[src/rtl/apu_pkg.sv]
// Shared APU constants and types: frame-sequencer step decode and envelope direction.
package apu_pkg;

    // Bit n set means frame step n clocks the length counters.
    localparam logic [7:0] FS_LENGTH_STEPS = 8'b0101_0101;
    // Frame step that clocks the volume envelopes.
    localparam logic [2:0] FS_ENV_STEP     = 3'd7;
    // Full length count loaded by NR41 = 0 or by a trigger on an expired counter.
    localparam logic [6:0] LEN_MAX         = 7'd64;

    typedef enum logic {
        ENV_DOWN = 1'b0,
        ENV_UP   = 1'b1
    } env_dir_t;

endpackage

[src/rtl/volume_envelope.sv]
// NR42 volume envelope: volume register, period timer and the direction/period
// latches captured on trigger.
module volume_envelope
    import apu_pkg::*;
(
    input  logic       system_clock_i,
    input  logic       reset_n_i,
    input  logic       trigger_i,
    input  logic       env_clock_i,
    input  logic [7:0] nr42_i,
    output logic [3:0] volume_o
);

    logic [3:0] volume_q, volume_d;
    logic [3:0] timer_q, timer_d;
    logic [2:0] period_q, period_d;
    env_dir_t   dir_q, dir_d;

    // Next-state: trigger reloads everything from NR42, otherwise step on envelope clocks.
    always_comb begin
        volume_d = volume_q;
        timer_d  = timer_q;
        period_d = period_q;
        dir_d    = dir_q;
        if (trigger_i) begin
            volume_d = nr42_i[7:4];
            dir_d    = env_dir_t'(nr42_i[3]);
            period_d = nr42_i[2:0];
            timer_d  = (nr42_i[2:0] == 3'd0) ? 4'd8 : {1'b0, nr42_i[2:0]};
        end else if (env_clock_i && (period_q != 3'd0)) begin
            if (timer_q <= 4'd1) begin
                timer_d = {1'b0, period_q};
                if ((dir_q == ENV_UP) && (volume_q != 4'd15)) begin
                    volume_d = volume_q + 4'd1;
                end else if ((dir_q == ENV_DOWN) && (volume_q != 4'd0)) begin
                    volume_d = volume_q - 4'd1;
                end
            end else begin
                timer_d = timer_q - 4'd1;
            end
        end
    end

    // Envelope state registers.
    always_ff @(posedge system_clock_i or negedge reset_n_i) begin
        if (!reset_n_i) begin
            volume_q <= 4'd0;
            timer_q  <= 4'd0;
            period_q <= 3'd0;
            dir_q    <= ENV_DOWN;
        end else begin
            volume_q <= volume_d;
            timer_q  <= timer_d;
            period_q <= period_d;
            dir_q    <= dir_d;
        end
    end

    assign volume_o = volume_q;

endmodule

[src/rtl/noise_envelope_length.sv]
// Channel-4 back end: frame step counter, NR41 length counter, DAC gating and the
// registered amplitude output driven from the volume envelope.
module noise_envelope_length
    import apu_pkg::*;
(
    input  logic       system_clock_i,
    input  logic       reset_n_i,
    input  logic       frame_tick_i,
    input  logic       noise_bit_i,
    input  logic [5:0] nr41_i,
    input  logic       nr41_write_i,
    input  logic [7:0] nr42_i,
    input  logic       nr42_write_i,
    input  logic [1:0] nr44_i,
    input  logic       nr44_write_i,
    output logic [3:0] amplitude_o,
    output logic       channel_on_o,
    output logic       restart_o
);

    logic [2:0] fs_step_q, fs_step_d;
    logic [6:0] len_cnt_q, len_cnt_d;
    logic       len_en_q, len_en_d;
    logic [7:0] nr42_q, nr42_d;
    logic       channel_on_q, channel_on_d;
    logic       restart_q;
    logic [3:0] amplitude_q;
    logic [3:0] volume;

    logic       trigger;
    logic       len_clock;
    logic       env_clock;
    logic       len_dec;
    logic       dac_on;
    logic [7:0] nr42_eff;

    // A write in the same cycle as a trigger must be seen by that trigger.
    assign nr42_eff  = nr42_write_i ? nr42_i : nr42_q;
    assign dac_on    = (nr42_eff[7:3] != 5'd0);
    assign trigger   = nr44_write_i & nr44_i[1];
    assign len_clock = frame_tick_i & FS_LENGTH_STEPS[fs_step_q];
    assign env_clock = frame_tick_i & (fs_step_q == FS_ENV_STEP) & ~trigger;
    assign len_dec   = len_clock & len_en_q & (len_cnt_q != 7'd0) & ~trigger & ~nr41_write_i;

    // Next-state for frame step, length counter, latches and channel status.
    always_comb begin
        fs_step_d    = frame_tick_i ? fs_step_q + 3'd1 : fs_step_q;
        nr42_d       = nr42_eff;
        len_en_d     = nr44_write_i ? nr44_i[0] : len_en_q;
        len_cnt_d    = len_cnt_q;
        channel_on_d = channel_on_q;

        if (nr41_write_i) begin
            len_cnt_d = LEN_MAX - {1'b0, nr41_i};
        end else if (trigger && (len_cnt_q == 7'd0)) begin
            len_cnt_d = LEN_MAX;
        end else if (len_dec) begin
            len_cnt_d = len_cnt_q - 7'd1;
        end

        if (len_dec && (len_cnt_q == 7'd1)) begin
            channel_on_d = 1'b0;
        end
        if (trigger) begin
            channel_on_d = 1'b1;
        end
        if (!dac_on) begin
            channel_on_d = 1'b0;
        end
    end

    // Control and output registers.
    always_ff @(posedge system_clock_i or negedge reset_n_i) begin
        if (!reset_n_i) begin
            fs_step_q    <= 3'd0;
            len_cnt_q    <= 7'd0;
            len_en_q     <= 1'b0;
            nr42_q       <= 8'd0;
            channel_on_q <= 1'b0;
            restart_q    <= 1'b0;
            amplitude_q  <= 4'd0;
        end else begin
            fs_step_q    <= fs_step_d;
            len_cnt_q    <= len_cnt_d;
            len_en_q     <= len_en_d;
            nr42_q       <= nr42_d;
            channel_on_q <= channel_on_d;
            restart_q    <= trigger;
            amplitude_q  <= (channel_on_q & noise_bit_i) ? volume : 4'd0;
        end
    end

    volume_envelope u_volume_envelope (
        .system_clock_i (system_clock_i),
        .reset_n_i      (reset_n_i),
        .trigger_i      (trigger),
        .env_clock_i    (env_clock),
        .nr42_i         (nr42_eff),
        .volume_o       (volume)
    );

    assign amplitude_o  = amplitude_q;
    assign channel_on_o = channel_on_q;
    assign restart_o    = restart_q;

endmodule

[config.mk]
export PLATFORM = sky130hd
export DESIGN_NAME = noise_envelope_length
export DESIGN_NICKNAME = d
export VERILOG_FILES = /design/src/rtl/apu_pkg.sv /design/src/rtl/volume_envelope.sv /design/src/rtl/noise_envelope_length.sv
export SDC_FILE = /design/constraint.sdc
export NUM_CORES = 1
export LEC_CHECK = 0
export ABC_AREA = 0
export CORE_MARGIN = 4
export CORE_UTILIZATION = 48
export DETAILED_ROUTE_END_ITERATION = 8
export PLACE_DENSITY_LB_ADDON = 0.2
export REMOVE_ABC_BUFFERS = 1
export SLEW_MARGIN = 20
export SYNTH_ARGS = -nofsm -noshare
export SYNTH_HDL_FRONTEND = slang
export SYNTH_SLANG_ARGS = --single-unit
export TNS_END_PERCENT = 5
[constraint.sdc]
create_clock -name system_clock_i -period 1.7 [get_ports system_clock_i]
set_input_delay 0.34 -clock system_clock_i [delete_from_list [all_inputs] [get_ports system_clock_i]]
set_output_delay 0.34 -clock system_clock_i [all_outputs]
set_load 0.01 [all_outputs]
==> summary.txt <==
final setup violation count: 8
unrepaired setup endpoints after global routing: true
Avg Cell Area, Syn: 10.4 um^2
Top Family by Delay on Critical Path: simple AND/OR/NAND/NOR gates
crit path DAT: 2000 ps
Routed WL: 4.63 mm
slowest stage delay, CP: 560 ps
RR Startpoint: len_cnt_q[6]
Final Critical Period: 1810 ps
Reg-to-Reg End: len_cnt_q[5]
Pleak: 1.23 nW
CP required: 1880 ps
Rel. slew slack: 69.0%
row cnt: 22
pwr dens: 1010 mW/mm^2
routing usage on met3: 6.59%
CP endpoint kind: register
Reg2Reg Depth: 5
TritonCTS clock tree: built
CTS H-Tree Depth: 2
CP Cell Sequence: or4_4 > o2111a_2 > nor3_4 > a21oi_2 > o2bb2a_4
final worst path period share: 107%
global routing usage on met1: 21.9%
area leader, netlist: dfrtp_1
wire per inst: 15.0 um
share of layout cells above drive strength 1: 29.1%
synth warn: 0
Critical-path top delay cell: or4_4
CTS clk-pin slew, worst paths: 70 ps
WP buf/inv: 0
commonest cells in the netlist: dfrtp_1, nand2_1, o21ai_0
P&R area growth vs syn: 41.1%
cts hold-fix bufs: 0
DIE AREA: 0.00514 mm^2
min setup slack post-route: -115 ps
Num CTS Buffers: 5
cell at the root of the clock tree: clkbuf_8
worst slew pin tran: 466 ps
clk buf depth: 2
type of the worst setup path: register to register
CP Launch Type: register
ys flop type: dfrtp_1
GRT busiest layer: met2
Die Y-Extent: 71.7 um
Slew Viols, Final: 0
Netlist Area Pre-Place: 0.00195 mm^2
post-route ant nets: 0
worst clock skew: 4.80 ps
most common cell in the netlist: dfrtp_1
Distinct cells, synth: 44
Peak VDD IR: 0.762 mV
First-pass DRT Iterations: 4
Achievable Freq: 551 MHz
#FFs+latches synth: 37
Final nets: 293
r2r setup slk: -110 ps
Clk Latency, worst-skew pair: 290 ps
critical path depth: 5
initial antenna violation count: 0
Cells after Synth: 187
number of synthesized flops with an enable pin: 0
GP Congestion: 0.862
# clock sinks: 37
Detailed Route Iter0 Violations: 73
Core ar.: 0.00380 mm^2
Synth async-reset ratio: 100%
Seq/Total Area, Yosys: 47.6%
global-route total usage across every layer: 19.8%
hold_ws: 464 ps
Layout Cells excl Fill: 309
max cap viols: 0
# diodes: 0
input/output buffers: 28
first-pass GRT wire length: 7.87 mm
vias in the first global route: 1772
failing checks: setup timing
vias per cell: 5.50
Hold Fails Final Rpt: 0
DP HPWL: 3.45 mm
post-synth top area share: 47.6%
Initial Utilization: 51.3%
placed cells: 298
Ports: 29
# DRC: 0
worst hold path class: input pin to asynchronous set/reset pin
Die Span X: 71.7 um
total grt overflow: 0
largest net degree at the start of global routing: 38
crit path max fanout: 3
Global Route met2 Usage: 35.1%
status: finished with violations
Area contributors post-synth: dfrtp_1, ha_1, mux2_2
via count: 1700
[through the flow]
step / area [um^2] / TNS, ps / utilization (%) / setup slack [ps] / total power, mW
after global routing: 2750 / -1340 / 72.3 / -178 / 2.95
after floorplan: 1930 / -270 / - / -155 / 1.66
after CTS: 2720 / -479 / 71.6 / -94.1 / 2.75
final: 2750 / -531 / 72.3 / -115 / 2.77
after detailed placement: 2560 / -3480 / 67.5 / -446 / 2.10
after global placement: 2560 / -2760 / 67.5 / -374 / 2.02
[state kept, by name, indices dropped and copies added, names as in the netlist]
| register | count |
|---|---|
| amplitude_o | 4 |
| channel_on_o | 1 |
| fs_step_q | 3 |
| len_cnt_q | 7 |
| len_en_q | 1 |
| nr42_q | 8 |
| restart_o | 1 |
| u_volume_envelope.dir_q | 1 |
| u_volume_envelope.period_q | 3 |
| u_volume_envelope.timer_q | 4 |
| u_volume_envelope.volume_o | 4 |
[report_power, final]
part / switching [mW] / leakage [nW] / internal (mW)
clock network: 0.307 / 0.0395 / 0.291
logic: 0.480 / 0.742 / 0.530
registers: 0.114 / 0.451 / 1.04
total: 0.900 / 1.23 / 1.86
[worst max path at each step]
stage / slack, ps / to / start
finish: -110 / len_cnt_q[5] / len_cnt_q[6]
global placement: -370 / len_cnt_q[5] / nr41_i[1]
CTS: -90 / len_cnt_q[2] / len_cnt_q[6]
global route: -180 / len_cnt_q[5] / len_cnt_q[6]
floorplan: -160 / len_cnt_q[5] / len_cnt_q[4]
detailed placement: -450 / len_cnt_q[5] / nr41_i[1]
[kinds of logic (layout without fill, tap and decap cells)]
family / after synthesis / count (layout) / synth area share, %
DFF: 37 / 37 / 47.6
muxes: 16 / 16 / 8.87
buffers and inverters: 15 / 89 / 2.89
xor gates and xnor gates: 10 / 10 / 4.50
adders and majority gates: 10 / 10 / 6.81
and+or+nand+nor: 59 / 59 / 15.6
AOI/OAI and AO/OA: 40 / 40 / 13.8
[cell type report]
cell class,instances,area [um^2]
fill,254,1050
multi-input combinational,135,1040
sequential,37,926
timing repair buffer,70,603
clock buffer,8,80.1
tap,48,60.1
inverter,11,41.3
[routing by layer]
| layer | share of wire, % | wire length [um] | vias up |
|---|---|---|---|
| met1 | 42 | 1950 | 831 |
| met3 | 4.4 | 203 | 11 |
| met4 | 2.0 | 94 | 0 |
| li1 | - | - | 820 |
| met5 | 0 | 0 | - |
| met2 | 51 | 2380 | 38 |
[what timing repair did]
item                       4_1_cts  5_1_grt
pin swaps                        9        2
gates resized for setup         13        9
buffers inserted                 3        0
setup endpoints to repair        9       12
[layout by cell type (no fill, tap or decap), types with 6 or more instances in the layout]
| cell type | n |
|---|---|
| dfrtp_1 | 37 |
| nand2_1 | 22 |
| o21ai_0 | 6 |
| mux2_2 | 10 |
| inv_1 | 10 |
| nor2_1 | 8 |
| clkdlybuf4s50_1 | 28 |
| ha_1 | 8 |
| buf_4 | 40 |
[worst register-to-register path, cell delays in order, from the launching register on]
cell      delay [ps]
dfrtp_1          390
or4_4            560
o2111a_2         320
nor3_4           190
a21oi_2           60
o2bb2a_4         190
Note: power is estimated with default switching activity, not from simulation.
